[src/rtl/seq_alu.sv]
// seq_alu: handshaked ALU with iterative multiply (optional divide via SEQ_ALU_DIV_EN)
module seq_alu #(
  parameter int WIDTH = 32,
  parameter int OPW = 4
) (
  input  logic             clk,
  input  logic             rst_n,
  input  logic             in_valid,
  output logic             in_ready,
  input  logic [OPW-1:0]   in_op,
  input  logic [WIDTH-1:0] in_a,
  input  logic [WIDTH-1:0] in_b,
  output logic             out_valid,
  input  logic             out_ready,
  output logic [WIDTH-1:0] out_res,
  output logic [3:0]       out_flags,
  output logic             out_err
);
  localparam logic [OPW-1:0] OP_THA = OPW'(0);
  localparam logic [OPW-1:0] OP_THB = OPW'(1);
  localparam logic [OPW-1:0] OP_ADD = OPW'(2);
  localparam logic [OPW-1:0] OP_SUB = OPW'(3);
  localparam logic [OPW-1:0] OP_MUL = OPW'(4);
  localparam logic [OPW-1:0] OP_AND = OPW'(5);
  localparam logic [OPW-1:0] OP_ORR = OPW'(6);
  localparam logic [OPW-1:0] OP_XOR = OPW'(7);
  localparam int CW = $clog2(WIDTH);
  localparam logic [CW-1:0] LAST = CW'(WIDTH - 1);
  typedef enum logic [1:0] {IDLE, BUSY, DONE} state_t;
  state_t             state;
  logic [CW-1:0]      cnt;
  logic [2*WIDTH-1:0] acc;
  logic [2*WIDTH-1:0] it_n;
  logic [2*WIDTH-1:0] mul_n;
  logic [WIDTH:0]     mul_sum;
  logic [WIDTH-1:0]   a_q;
  logic [WIDTH:0]     add_s;
  logic [WIDTH:0]     sub_s;
  logic [WIDTH-1:0]   s_res;
  logic [WIDTH-1:0]   f_res;
  logic               s_c, s_v, f_c, f_v;
  logic               accept, multi, legal;
  assign in_ready = (state == IDLE) || (state == DONE && out_ready);
  assign accept   = in_valid && in_ready;
  assign add_s    = {1'b0, in_a} + {1'b0, in_b};
  assign sub_s    = {1'b0, in_a} - {1'b0, in_b};
  assign mul_sum  = {1'b0, acc[2*WIDTH-1:WIDTH]} + (acc[0] ? {1'b0, a_q} : '0);
  assign mul_n    = {mul_sum, acc[WIDTH-1:1]};
`ifdef SEQ_ALU_DIV_EN
  localparam logic [OPW-1:0] OP_DIV = OPW'(8);
  localparam logic [OPW-1:0] OP_MOD = OPW'(9);
  logic [OPW-1:0]   op_q;
  logic [WIDTH-1:0] b_q;
  logic [WIDTH:0]   trial;
  logic [WIDTH-1:0] dif;
  logic             ge;
  assign multi = (in_op == OP_MUL) || (in_op == OP_DIV) || (in_op == OP_MOD);
  assign legal = in_op <= OP_MOD;
  assign trial = {acc[2*WIDTH-1:WIDTH], acc[WIDTH-1]};
  assign dif   = trial[WIDTH-1:0] - b_q;
  assign ge    = trial >= {1'b0, b_q};
  assign it_n  = (op_q == OP_MUL) ? mul_n : {(ge ? dif : trial[WIDTH-1:0]), acc[WIDTH-2:0], ge};
  // final result of the iterative engine: product, quotient or remainder
  always_comb begin
    f_res = (op_q == OP_MOD) ? it_n[2*WIDTH-1:WIDTH] : it_n[WIDTH-1:0];
    f_c   = (op_q == OP_MUL) ? |it_n[2*WIDTH-1:WIDTH] : 1'b0;
    f_v   = (op_q != OP_MUL) && (b_q == '0);
  end
`else
  assign multi = in_op == OP_MUL;
  assign legal = in_op <= OP_XOR;
  assign it_n  = mul_n;
  // final result of the multiplier: low half, carry flags a nonzero high half
  always_comb begin
    f_res = it_n[WIDTH-1:0];
    f_c   = |it_n[2*WIDTH-1:WIDTH];
    f_v   = 1'b0;
  end
`endif
  // single-cycle result and carry/overflow; illegal ops fall through to zero
  always_comb begin
    s_res = (in_op == OP_THA) ? in_a :
            (in_op == OP_THB) ? in_b :
            (in_op == OP_ADD) ? add_s[WIDTH-1:0] :
            (in_op == OP_SUB) ? sub_s[WIDTH-1:0] :
            (in_op == OP_AND) ? (in_a & in_b) :
            (in_op == OP_ORR) ? (in_a | in_b) :
            (in_op == OP_XOR) ? (in_a ^ in_b) : '0;
    s_c   = (in_op == OP_ADD) ? add_s[WIDTH] :
            (in_op == OP_SUB) ? ~sub_s[WIDTH] : 1'b0;
    s_v   = (in_op == OP_ADD) ? ((in_a[WIDTH-1] == in_b[WIDTH-1]) && (add_s[WIDTH-1] != in_a[WIDTH-1])) :
            (in_op == OP_SUB) ? ((in_a[WIDTH-1] != in_b[WIDTH-1]) && (sub_s[WIDTH-1] != in_a[WIDTH-1])) : 1'b0;
  end
  // control FSM, iteration engine and registered output channel
  always_ff @(posedge clk or negedge rst_n) begin
    if (!rst_n) begin
      state     <= IDLE;
      cnt       <= '0;
      acc       <= '0;
      a_q       <= '0;
      out_valid <= 1'b0;
      out_res   <= '0;
      out_flags <= '0;
      out_err   <= 1'b0;
`ifdef SEQ_ALU_DIV_EN
      op_q      <= '0;
      b_q       <= '0;
`endif
    end else if (accept) begin
      a_q       <= in_a;
      cnt       <= '0;
      acc       <= {{WIDTH{1'b0}}, ((in_op == OP_MUL) ? in_b : in_a)};
`ifdef SEQ_ALU_DIV_EN
      op_q      <= in_op;
      b_q       <= in_b;
`endif
      state     <= multi ? BUSY : DONE;
      out_valid <= !multi;
      out_res   <= s_res;
      out_flags <= {s_res[WIDTH-1], s_res == '0, s_c, s_v};
      out_err   <= !legal;
    end else if (state == BUSY) begin
      acc <= it_n;
      cnt <= cnt + 1'b1;
      if (cnt == LAST) begin
        state     <= DONE;
        out_valid <= 1'b1;
        out_res   <= f_res;
        out_flags <= {f_res[WIDTH-1], f_res == '0, f_c, f_v};
        out_err   <= 1'b0;
      end
    end else if (state == DONE && out_ready) begin
      state     <= IDLE;
      out_valid <= 1'b0;
    end
  end
endmodule

[config.mk]
export PLATFORM = sky130hd
export DESIGN_NAME = seq_alu
export DESIGN_NICKNAME = d
export VERILOG_FILES = /design/src/rtl/seq_alu.sv
export SDC_FILE = /design/constraint.sdc
export NUM_CORES = 1
export LEC_CHECK = 0
export ABC_AREA = 0
export ABC_CLOCK_PERIOD_IN_PS = 3300
export BUFFER_PORTS_ARGS = -buffer_cell sky130_fd_sc_hd__clkbuf_2
export CELL_PAD_IN_SITES_DETAIL_PLACEMENT = 1
export CELL_PAD_IN_SITES_GLOBAL_PLACEMENT = 2
export CORE_MARGIN = 2
export CORE_UTILIZATION = 33
export CTS_BUF_LIST = sky130_fd_sc_hd__clkbuf_16
export CTS_CLUSTER_DIAMETER = 30
export CTS_CLUSTER_SIZE = 12
export DETAILED_ROUTE_END_ITERATION = 7
export PLACE_DENSITY_LB_ADDON = 0.1
export SYNTH_ARGS = -nofsm -noshare
export SYNTH_HDL_FRONTEND = slang
export SYNTH_SLANG_ARGS = --single-unit
[constraint.sdc]
create_clock -name clk -period 3.3 [get_ports clk]
set_input_delay 0.33 -clock clk [delete_from_list [all_inputs] [get_ports clk]]
set_output_delay 0.33 -clock clk [all_outputs]
set_load 0.01 [all_outputs]
==> impl_results.rst, run 1 <==
.. list-table::
   :header-rows: 1

   * - Metric
     - Value
   * - Outcome
     - finished, violations left
   * - Violated checks
     - negative setup slack
   * - Effective utilization at floorplan
     - 33.50%
   * - First-pass GRT wire length
     - 105,500 um
   * - Final cycle utilization of the critical path
     - 113.9%
   * - Post-DRT Antenna Nets
     - 0
   * - Average size of a mapped cell
     - 7.390 um2
   * - Classification of the worst setup path
     - reg -> reg
   * - Synthesized netlist cell count
     - 1,957
   * - EDFF count, synth
     - 0
   * - Beginning of the worst hold path
     - out_ready
   * - Tightest Pin Transition
     - 0.7949 ns
   * - Dpl ws
     - -0.7484 ns
   * - Max Buffers Root-to-Sink
     - 2
   * - Worst Hold End
     - out_valid
   * - Area growth from synthesis to layout
     - 40.59%
   * - H-tree levels
     - 4
   * - Count of cells along the worst hold path
     - 4
   * - #FFs+latches synth
     - 139
   * - CTS tree
     - built
   * - Dominant cells by area after synthesis
     - sky130_fd_sc_hd__dfrtp_1 24%, sky130_fd_sc_hd__ha_1 11%, sky130_fd_sc_hd__nand2_1 6.9%
   * - Row Count
     - 76
   * - Syn nets
     - 2,162
   * - RD Place Congestion
     - 0.9580
   * - Routing usage on met3
     - 4.394%
   * - Count of routing violations after the opening detailed-route iteration
     - 1,415
   * - Placeable core region
     - 0.04317 mm2
   * - Via count of the first global-routing pass
     - 17,440
   * - Cell types with the highest counts after synthesis
     - 264 x sky130_fd_sc_hd__nand2_1, 180 x sky130_fd_sc_hd__o21ai_0, 157 x sky130_fd_sc_hd__a21oi_1
   * - Critical path capture point type
     - flip-flop
   * - WL per Instance
     - 22.77 um
   * - Via-per-instance ratio
     - 5.571
   * - Aggregate routed wire length
     - 69,980 um
   * - Number of distinct library cell variants in the gate-level netlist after synthesis
     - 86
   * - Worst hold-check path type
     - in -> reg
   * - Internal power
     - 7081 uW
   * - Unrepaired setup endpoints after global routing
     - true
   * - Arr. time, crit path
     - 4.07 ns
   * - Vias
     - 17,120
   * - Comb pwr share
     - 58.9%
   * - Dominant cell type by area after synthesis
     - sky130_fd_sc_hd__dfrtp_1
   * - Cell area after technology mapping
     - 0.01446 mm2
   * - Reg2Reg Depth
     - 17
   * - CTS buffer count
     - 17
   * - Share of Yosys cell area claimed by the top area cell type
     - 24.05%
   * - Fraction of met1 tracks used by global routing
     - 44.12%
   * - Worst endpoint required time
     - 3.61 ns
   * - Total of endpoints with negative setup slack in the final report
     - 8
   * - Overall die height
     - 213.3 um
   * - Number of max-cap violations
     - 0
   * - Worst slew margin
     - 47.01%
   * - Max-slew violation count
     - 0
   * - Share of power burned in registers
     - 24.9%
   * - Routing layer with the top usage in global route
     - met2
   * - P_leak
     - 0.009825 uW
   * - Overall die area
     - 0.04552 mm2
   * - Synth async-reset ratio
     - 100.0%
   * - Root Buffer
     - sky130_fd_sc_hd__clkbuf_16
   * - Library cell with the highest instance count after synthesis
     - sky130_fd_sc_hd__nand2_1
   * - Least setup slack across all paths after layout
     - -0.4588 ns
   * - Kind of start point of the critical path
     - flip-flop
   * - Count of input and output buffers
     - 110
   * - Most used flip-flop cell after synthesis
     - sky130_fd_sc_hd__dfrtp_1
   * - Post-CTS clock slew at the launch and capture registers of the worst setup and hold paths
     - 0.06 ns
   * - # diodes
     - 0
   * - Global router's overall resource usage
     - 30.65%
   * - Final hold viol count
     - 0
   * - Number of DRC violations after detailed routing
     - 0
   * - I/O pin total
     - 111
   * - HPWL after DPL
     - 55,590 um
   * - Drt first pass iters
     - 5
   * - Largest net degree at the start of global routing
     - 77
   * - Reg2reg setup slack
     - -0.46 ns
   * - Power per unit of standard cell area
     - 617.2 mW/mm2
   * - Number of antenna violations at the first check in global routing
     - 1
   * - Horizontal extent of the die
     - 213.3 um
   * - Sequential fraction of the synthesis area
     - 24.05%
   * - Top achievable clock speed
     - 0.2660 GHz
   * - Switching share of power
     - 43.58%
   * - Launching point of the worst reg2reg path
     - acc[0]
   * - Setup clock skew after layout
     - 0.008586 ns
   * - Final worst path period need
     - 3.759 ns
   * - Worst hold slack
     - 0.2434 ns
   * - Max rail drop VDD
     - 0.3375 mV
   * - Clock Power Share
     - 16.2%
   * - Destination of the worst register-to-register timing path
     - out_flags[1]
   * - Top fanout value on the critical path
     - 4
   * - Fraction of final layout cells sized beyond drive strength 1
     - 30.63%
   * - Final Net Count
     - 2,681
   * - Yosys warns
     - 0
   * - Total net switching power
     - 5470 uW
   * - Routing usage on met2
     - 48.39%
   * - Clk_lat worst skew
     - 0.44 ns
   * - Clk sink count
     - 139
   * - Total grt overflow
     - 0
cells in the final DEF (no fill, tap or decap), types with 7 or more instances in the layout:
master | netlist | layout
sky130_fd_sc_hd__o31ai_1 | 22 | 17
sky130_fd_sc_hd__a21oi_1 | 157 | 146
sky130_fd_sc_hd__ha_4 | 0 | 7
sky130_fd_sc_hd__o22ai_1 | 15 | 15
sky130_fd_sc_hd__nand4_1 | 22 | 22
sky130_fd_sc_hd__o21a_1 | 11 | 10
sky130_fd_sc_hd__a221oi_1 | 10 | 8
sky130_fd_sc_hd__o211ai_1 | 21 | 21
sky130_fd_sc_hd__xnor2_1 | 32 | 32
sky130_fd_sc_hd__o21ai_0 | 180 | 171
sky130_fd_sc_hd__a21oi_2 | 0 | 8
sky130_fd_sc_hd__a31oi_1 | 48 | 45
sky130_fd_sc_hd__nand2b_1 | 20 | 18
sky130_fd_sc_hd__o21ai_1 | 3 | 9
sky130_fd_sc_hd__nor3_1 | 46 | 43
sky130_fd_sc_hd__clkbuf_2 | 0 | 108
sky130_fd_sc_hd__buf_6 | 1 | 9
sky130_fd_sc_hd__o32ai_1 | 8 | 8
sky130_fd_sc_hd__buf_4 | 6 | 511
sky130_fd_sc_hd__o21bai_1 | 9 | 9
sky130_fd_sc_hd__inv_1 | 108 | 108
sky130_fd_sc_hd__xor2_1 | 15 | 13
sky130_fd_sc_hd__nand2_1 | 264 | 258
sky130_fd_sc_hd__nand3_1 | 40 | 39
sky130_fd_sc_hd__a22oi_1 | 12 | 12
sky130_fd_sc_hd__mux2i_1 | 54 | 54
sky130_fd_sc_hd__nor2_1 | 152 | 150
sky130_fd_sc_hd__nor4_1 | 23 | 21
sky130_fd_sc_hd__a211oi_1 | 44 | 40
sky130_fd_sc_hd__and3_1 | 21 | 21
sky130_fd_sc_hd__a21o_1 | 19 | 19
sky130_fd_sc_hd__clkbuf_16 | 0 | 17
sky130_fd_sc_hd__nor2b_1 | 17 | 16
sky130_fd_sc_hd__dfrtp_1 | 139 | 138
sky130_fd_sc_hd__ha_1 | 130 | 123
sky130_fd_sc_hd__or3_1 | 10 | 8
sky130_fd_sc_hd__and2_1 | 35 | 29
layer usage:
metal | wire, um | part of all wire (%)
met1 | 33440 | 48
met4 | 1338 | 1.9
met3 | 3848 | 5.5
met5 | 0 | 0
met2 | 31350 | 45
worst max-delay path by stage:
stage                  from            to  slack (ns)  cells after the start
finish               acc[0]  out_flags[1]       -0.46                     17
global route         acc[0]  out_flags[1]       -0.57                     16
CTS                  acc[0]  out_flags[1]       -0.38                     15
detailed placement  in_a[1]  out_flags[2]       -0.75                     16
global placement    in_a[0]  out_flags[2]       -0.64                     16
floorplan            acc[0]  out_flags[1]        0.02                     14
cell type report:
type	count	area (um2)
clock buffer	17	425.4
clock inverter	14	178.9
fill	5394	22840
inverter	109	412.9
multi-input combinational	1574	10510
sequential	139	3480
tap	585	732.0
timing repair buffer	635	4593
critical path, cell delays in order, from the launching register on:
cell                        delay, ns
sky130_fd_sc_hd__dfrtp_2         0.44
sky130_fd_sc_hd__buf_6           0.13
sky130_fd_sc_hd__and2_4          0.14
sky130_fd_sc_hd__ha_4            0.28
sky130_fd_sc_hd__buf_6           0.10
sky130_fd_sc_hd__nand4_1         0.15
sky130_fd_sc_hd__buf_4           0.19
sky130_fd_sc_hd__a21oi_4         0.17
sky130_fd_sc_hd__o31ai_4         0.11
sky130_fd_sc_hd__a2111o_1        0.47
sky130_fd_sc_hd__a21oi_2         0.20
sky130_fd_sc_hd__o2111ai_2       0.14
sky130_fd_sc_hd__nor4_1          0.24
sky130_fd_sc_hd__buf_4           0.16
sky130_fd_sc_hd__nand4_1         0.13
sky130_fd_sc_hd__nor4_1          0.24
sky130_fd_sc_hd__and4_1          0.23
sky130_fd_sc_hd__a31oi_1         0.08
power groups by stage:
stage	clock [uW]	sequential [uW]	combinational [uW]
3_5_place_dp	0	3130	6770
4_1_cts	2070	3130	7050
2_1_floorplan	0	2970	3620
5_1_grt	2140	3220	8110
3_3_place_gp	0	3100	6590
6_report	2030	3130	7390
flip-flops by register name (all words and copies together), names as in the netlist:
signal     cells
out_err        1
a_q           32
out_flags      3
out_res       32
acc           64
cnt            5
out_valid      1
state          1
timing repair:
| item | 4_1_cts | 5_1_grt |
|---|---|---|
| hold buffers | 1 | 0 |
| setup endpoints to repair | 16 | 18 |
| buffers inserted | 6 | 14 |
| gates resized for setup | 52 | 52 |
| hold endpoints to repair | 74 | 0 |
| pin swaps | 15 | 41 |
kinds of logic after synthesis:
kind of cell / after synthesis / share of synthesized area (%)
adders and majority gates: 133 / 11.66
muxes: 58 / 4.049
and+or+nand+nor: 679 / 21.89
AOI/OAI and AO/OA: 657 / 28.88
DFF: 139 / 24.05
xor gates and xnor gates: 47 / 2.846
buffers and inverters: 244 / 6.627
per-stage QoR:
| stage | instances | util [%] | setup TNS, ns | total power, uW | area [um2] |
|---|---|---|---|---|---|
| after floorplan | 1957 | - | 0 | 6594 | 14490 |
| after global placement | 3022 | 44.25 | -5.754 | 9686 | 19100 |
| after detailed placement | 3022 | 44.25 | -7.169 | 9894 | 19100 |
| after CTS | 3060 | 46.27 | -0.6423 | 12240 | 19980 |
| after global routing | 3073 | 47.10 | -2.235 | 13470 | 20330 |
| final | 3073 | 47.10 | -1.097 | 12550 | 20330 |
Note: power is estimated with default switching activity, not from simulation.
==> inputs of run 2 (changes only) <==
--- a/config.mk
+++ b/config.mk
@@ -20,3 +20,4 @@
 export SYNTH_ARGS = -nofsm -noshare
 export SYNTH_HDL_FRONTEND = slang
 export SYNTH_SLANG_ARGS = --single-unit
+export TNS_END_PERCENT = 5
==> run 2 against run 1 <==
Combinational power fell by 2%. The flow still finishes with violations (negative setup slack). Maximum frequency rose by 1.9%. Utilization fell by 0.29 points. Global-route usage fell by 0.21 points. Largest cell class unchanged.
==> impl_results.rst, run 2 (same netlist as run 1, synthesis figures left out) <==
.. list-table::
   :header-rows: 1

   * - Metric
     - Value
   * - Detailed-routed wire length on met3
     - 3482 um (-9.5%)
   * - H-tree levels
     - 4 (unchanged)
   * - Number of antenna violations at the first check in global routing
     - 0 (-1)
   * - Fraction of final layout cells sized beyond drive strength 1
     - 30.04% (-0.58 points)
   * - Worst hold-check path type
     - in -> reg
   * - Critical path capture point type
     - flip-flop
   * - Register with the most flip-flops
     - acc
   * - Leading registers by flop count
     - acc x64, a_q x32, out_res x32
   * - Number of max-cap violations
     - 0 (unchanged)
   * - Root Buffer
     - sky130_fd_sc_hd__clkbuf_16
   * - Count of input and output buffers
     - 110 (unchanged)
   * - Reg2reg setup slack
     - -0.39 ns (+0.07 ns)
   * - WL per Instance
     - 22.78 um (about the same)
   * - Tightest Pin Transition
     - 1.114 ns (+0.3193 ns)
   * - Worst endpoint required time
     - 3.60 ns (about the same)
   * - First-pass GRT wire length
     - 104,900 um (-0.54%)
   * - Area of the multi-input gates
     - 0.01051 mm2 (about the same)
   * - Drt first pass iters
     - 5 (unchanged)
   * - # diodes
     - 0 (unchanged)
   * - Row Count
     - 76 (unchanged)
   * - Leading cell type in the layout, fill and taps excluded
     - sky130_fd_sc_hd__buf_4
   * - Post-DRT Antenna Nets
     - 0 (unchanged)
   * - Largest net degree at the start of global routing
     - 67 (-13%)
   * - Setup clock skew after layout
     - 0.01446 ns (+0.005873 ns)
   * - Max layer used
     - met4
   * - Filler cell count in the final layout
     - 5,448 (+1.0%)
   * - Final cycle utilization of the critical path
     - 111.7% (-2.2 points)
   * - I/O pin total
     - 111 (unchanged)
   * - Effective utilization at floorplan
     - 33.50% (unchanged)
   * - Final hold viol count
     - 0 (unchanged)
   * - Classification of the worst setup path
     - reg -> reg
   * - Arr. time, crit path
     - 3.99 ns (-0.08 ns)
   * - Via count of the first global-routing pass
     - 17,490 (+0.27%)
   * - Violated checks
     - negative setup slack
   * - Aggregate routed wire length
     - 69,680 um (-0.43%)
   * - Placeable core region
     - 0.04317 mm2 (unchanged)
   * - Area of all sequential standard cells
     - 0.003478 mm2 (about the same)
   * - Post-CTS clock slew at the launch and capture registers of the worst setup and hold paths
     - 0.06 ns (about the same)
   * - Kind of start point of the critical path
     - flip-flop
   * - P_leak
     - 0.009733 uW (-0.94%)
   * - Max-slew violation count
     - 0 (unchanged)
   * - Clk sink count
     - 139 (unchanged)
   * - Final worst path period need
     - 3.687 ns (-0.07171 ns)
   * - Worst hold slack
     - 0.2731 ns (+0.02974 ns)
   * - Total grt overflow
     - 0 (unchanged)
   * - Count of routing violations after the opening detailed-route iteration
     - 1,248 (-12%)
   * - Via-per-instance ratio
     - 5.566 (about the same)
   * - Vias
     - 17,020 (-0.57%)
   * - Post-route met1 wirelength
     - 32,930 um (-1.5%)
   * - Leading cell types in the layout, fill and taps excluded
     - 499 x sky130_fd_sc_hd__buf_4, 261 x sky130_fd_sc_hd__nand2_1, 177 x sky130_fd_sc_hd__o21ai_0
   * - Max Buffers Root-to-Sink
     - 2 (unchanged)
   * - Final Net Count
     - 2,665 (-0.60%)
   * - Global router's overall resource usage
     - 30.43% (-0.21 points)
   * - HPWL after DPL
     - 55,540 um (about the same)
   * - Worst slew margin
     - 25.72% (-21 points)
   * - Overall die height
     - 213.3 um (unchanged)
   * - Total of endpoints with negative setup slack in the final report
     - 8 (unchanged)
   * - CTS buffer count
     - 17 (unchanged)
   * - Outcome
     - finished, violations left
   * - Top achievable clock speed
     - 0.2712 GHz (+1.9%)
   * - Met2 wire len
     - 31,340 um (about the same)
   * - Least setup slack across all paths after layout
     - -0.3871 ns (+0.07171 ns)
   * - CTS tree
     - built
   * - Area growth from synthesis to layout
     - 39.72%
   * - Horizontal extent of the die
     - 213.3 um (unchanged)
   * - RD Place Congestion
     - 0.9316 (-2.8%)
   * - Unrepaired setup endpoints after global routing
     - true
   * - Number of flip-flops under the largest register name
     - 64 (unchanged)
   * - Max rail drop VDD
     - 0.4383 mV (+30%)
   * - Number of DRC violations after detailed routing
     - 0 (unchanged)
   * - Setup TNS after final layout
     - -1.203 ns (-0.1063 ns)
   * - Overall die area
     - 0.04552 mm2 (unchanged)
   * - Clk_lat worst skew
     - 0.44 ns (about the same)
   * - Top fanout value on the critical path
     - 4 (unchanged)
   * - Power per unit of standard cell area
     - 614.6 mW/mm2 (-0.44%)
## run 2: path summary, 6_finish.rpt
check	end	start	cells past startpoint
setup / recovery	out_flags[1]	acc[0]	19
hold / removal	out_valid	out_ready	4
setup reg to reg	out_flags[1]	acc[0]	19
hold reg to reg	a_q[16]	a_q[16]	2
max in group asynchronous	a_q[8]	rst_n	3
min in group asynchronous	acc[35]	rst_n	2
## run 2: routing by layer
metal	vias up	global-route usage, %
li1	8085	-
met1	8416	43.00
met2	433	48.22
met3	88	3.940
met4	0	9.483
met5	-	0
## run 2: per-stage QoR
step	instances	utilization, %	cell area, um2	total power [uW]	worst slack [ns]
after floorplan	1957	-	14470	6592	-0.0003517
after global placement	3014	44.11	19040	9620	-0.6405
after detailed placement	3014	44.11	19040	9843	-0.7742
after CTS	3054	46.28	19980	12250	-0.4049
after global routing	3058	46.81	20210	13290	-0.6187
final	3058	46.81	20210	12420	-0.3871
## run 2: critical path, stage by stage, from the launching register on
cell and delay, ns:
sky130_fd_sc_hd__dfrtp_1 0.42, sky130_fd_sc_hd__buf_6 0.14, sky130_fd_sc_hd__and2_4 0.15, sky130_fd_sc_hd__ha_4 0.28, sky130_fd_sc_hd__buf_6 0.11, sky130_fd_sc_hd__nand4_1 0.14, sky130_fd_sc_hd__buf_4 0.19, sky130_fd_sc_hd__a21oi_4 0.16
sky130_fd_sc_hd__o211a_1 0.23, sky130_fd_sc_hd__buf_6 0.13, sky130_fd_sc_hd__a211oi_2 0.05, sky130_fd_sc_hd__a2111oi_2 0.28, sky130_fd_sc_hd__buf_4 0.18, sky130_fd_sc_hd__o2111ai_4 0.10, sky130_fd_sc_hd__nor4_2 0.25, sky130_fd_sc_hd__buf_4 0.16
sky130_fd_sc_hd__nand4_1 0.14, sky130_fd_sc_hd__nor4_2 0.15, sky130_fd_sc_hd__and4_1 0.22, sky130_fd_sc_hd__a31oi_1 0.08
## run 2: power by group
part	total, uW	switching (uW)	leakage, uW	internal, uW
clock	2030	826	0.000291	1200
sequential	3120	662	0.00171	2460
combinational	7270	4040	0.00773	3230
total	12400	5530	0.00973	6890
## run 2: layout make-up
cell class	count	share of cell area, %
inverter	109	2.025
timing repair buffer	619	22.09
sequential	139	17.21
clock buffer	17	2.105
clock inverter	15	0.9288
multi-input combinational	1574	52.01
tap	585	3.622
## run 2: what timing repair did
action                     in CTS  in global routing
buffers inserted                8                  5
hold buffers                    1                  0
setup endpoints to repair      15                 24
resized for setup              55                 33
pin swaps                      19                 22
hold endpoints to repair       62                  0
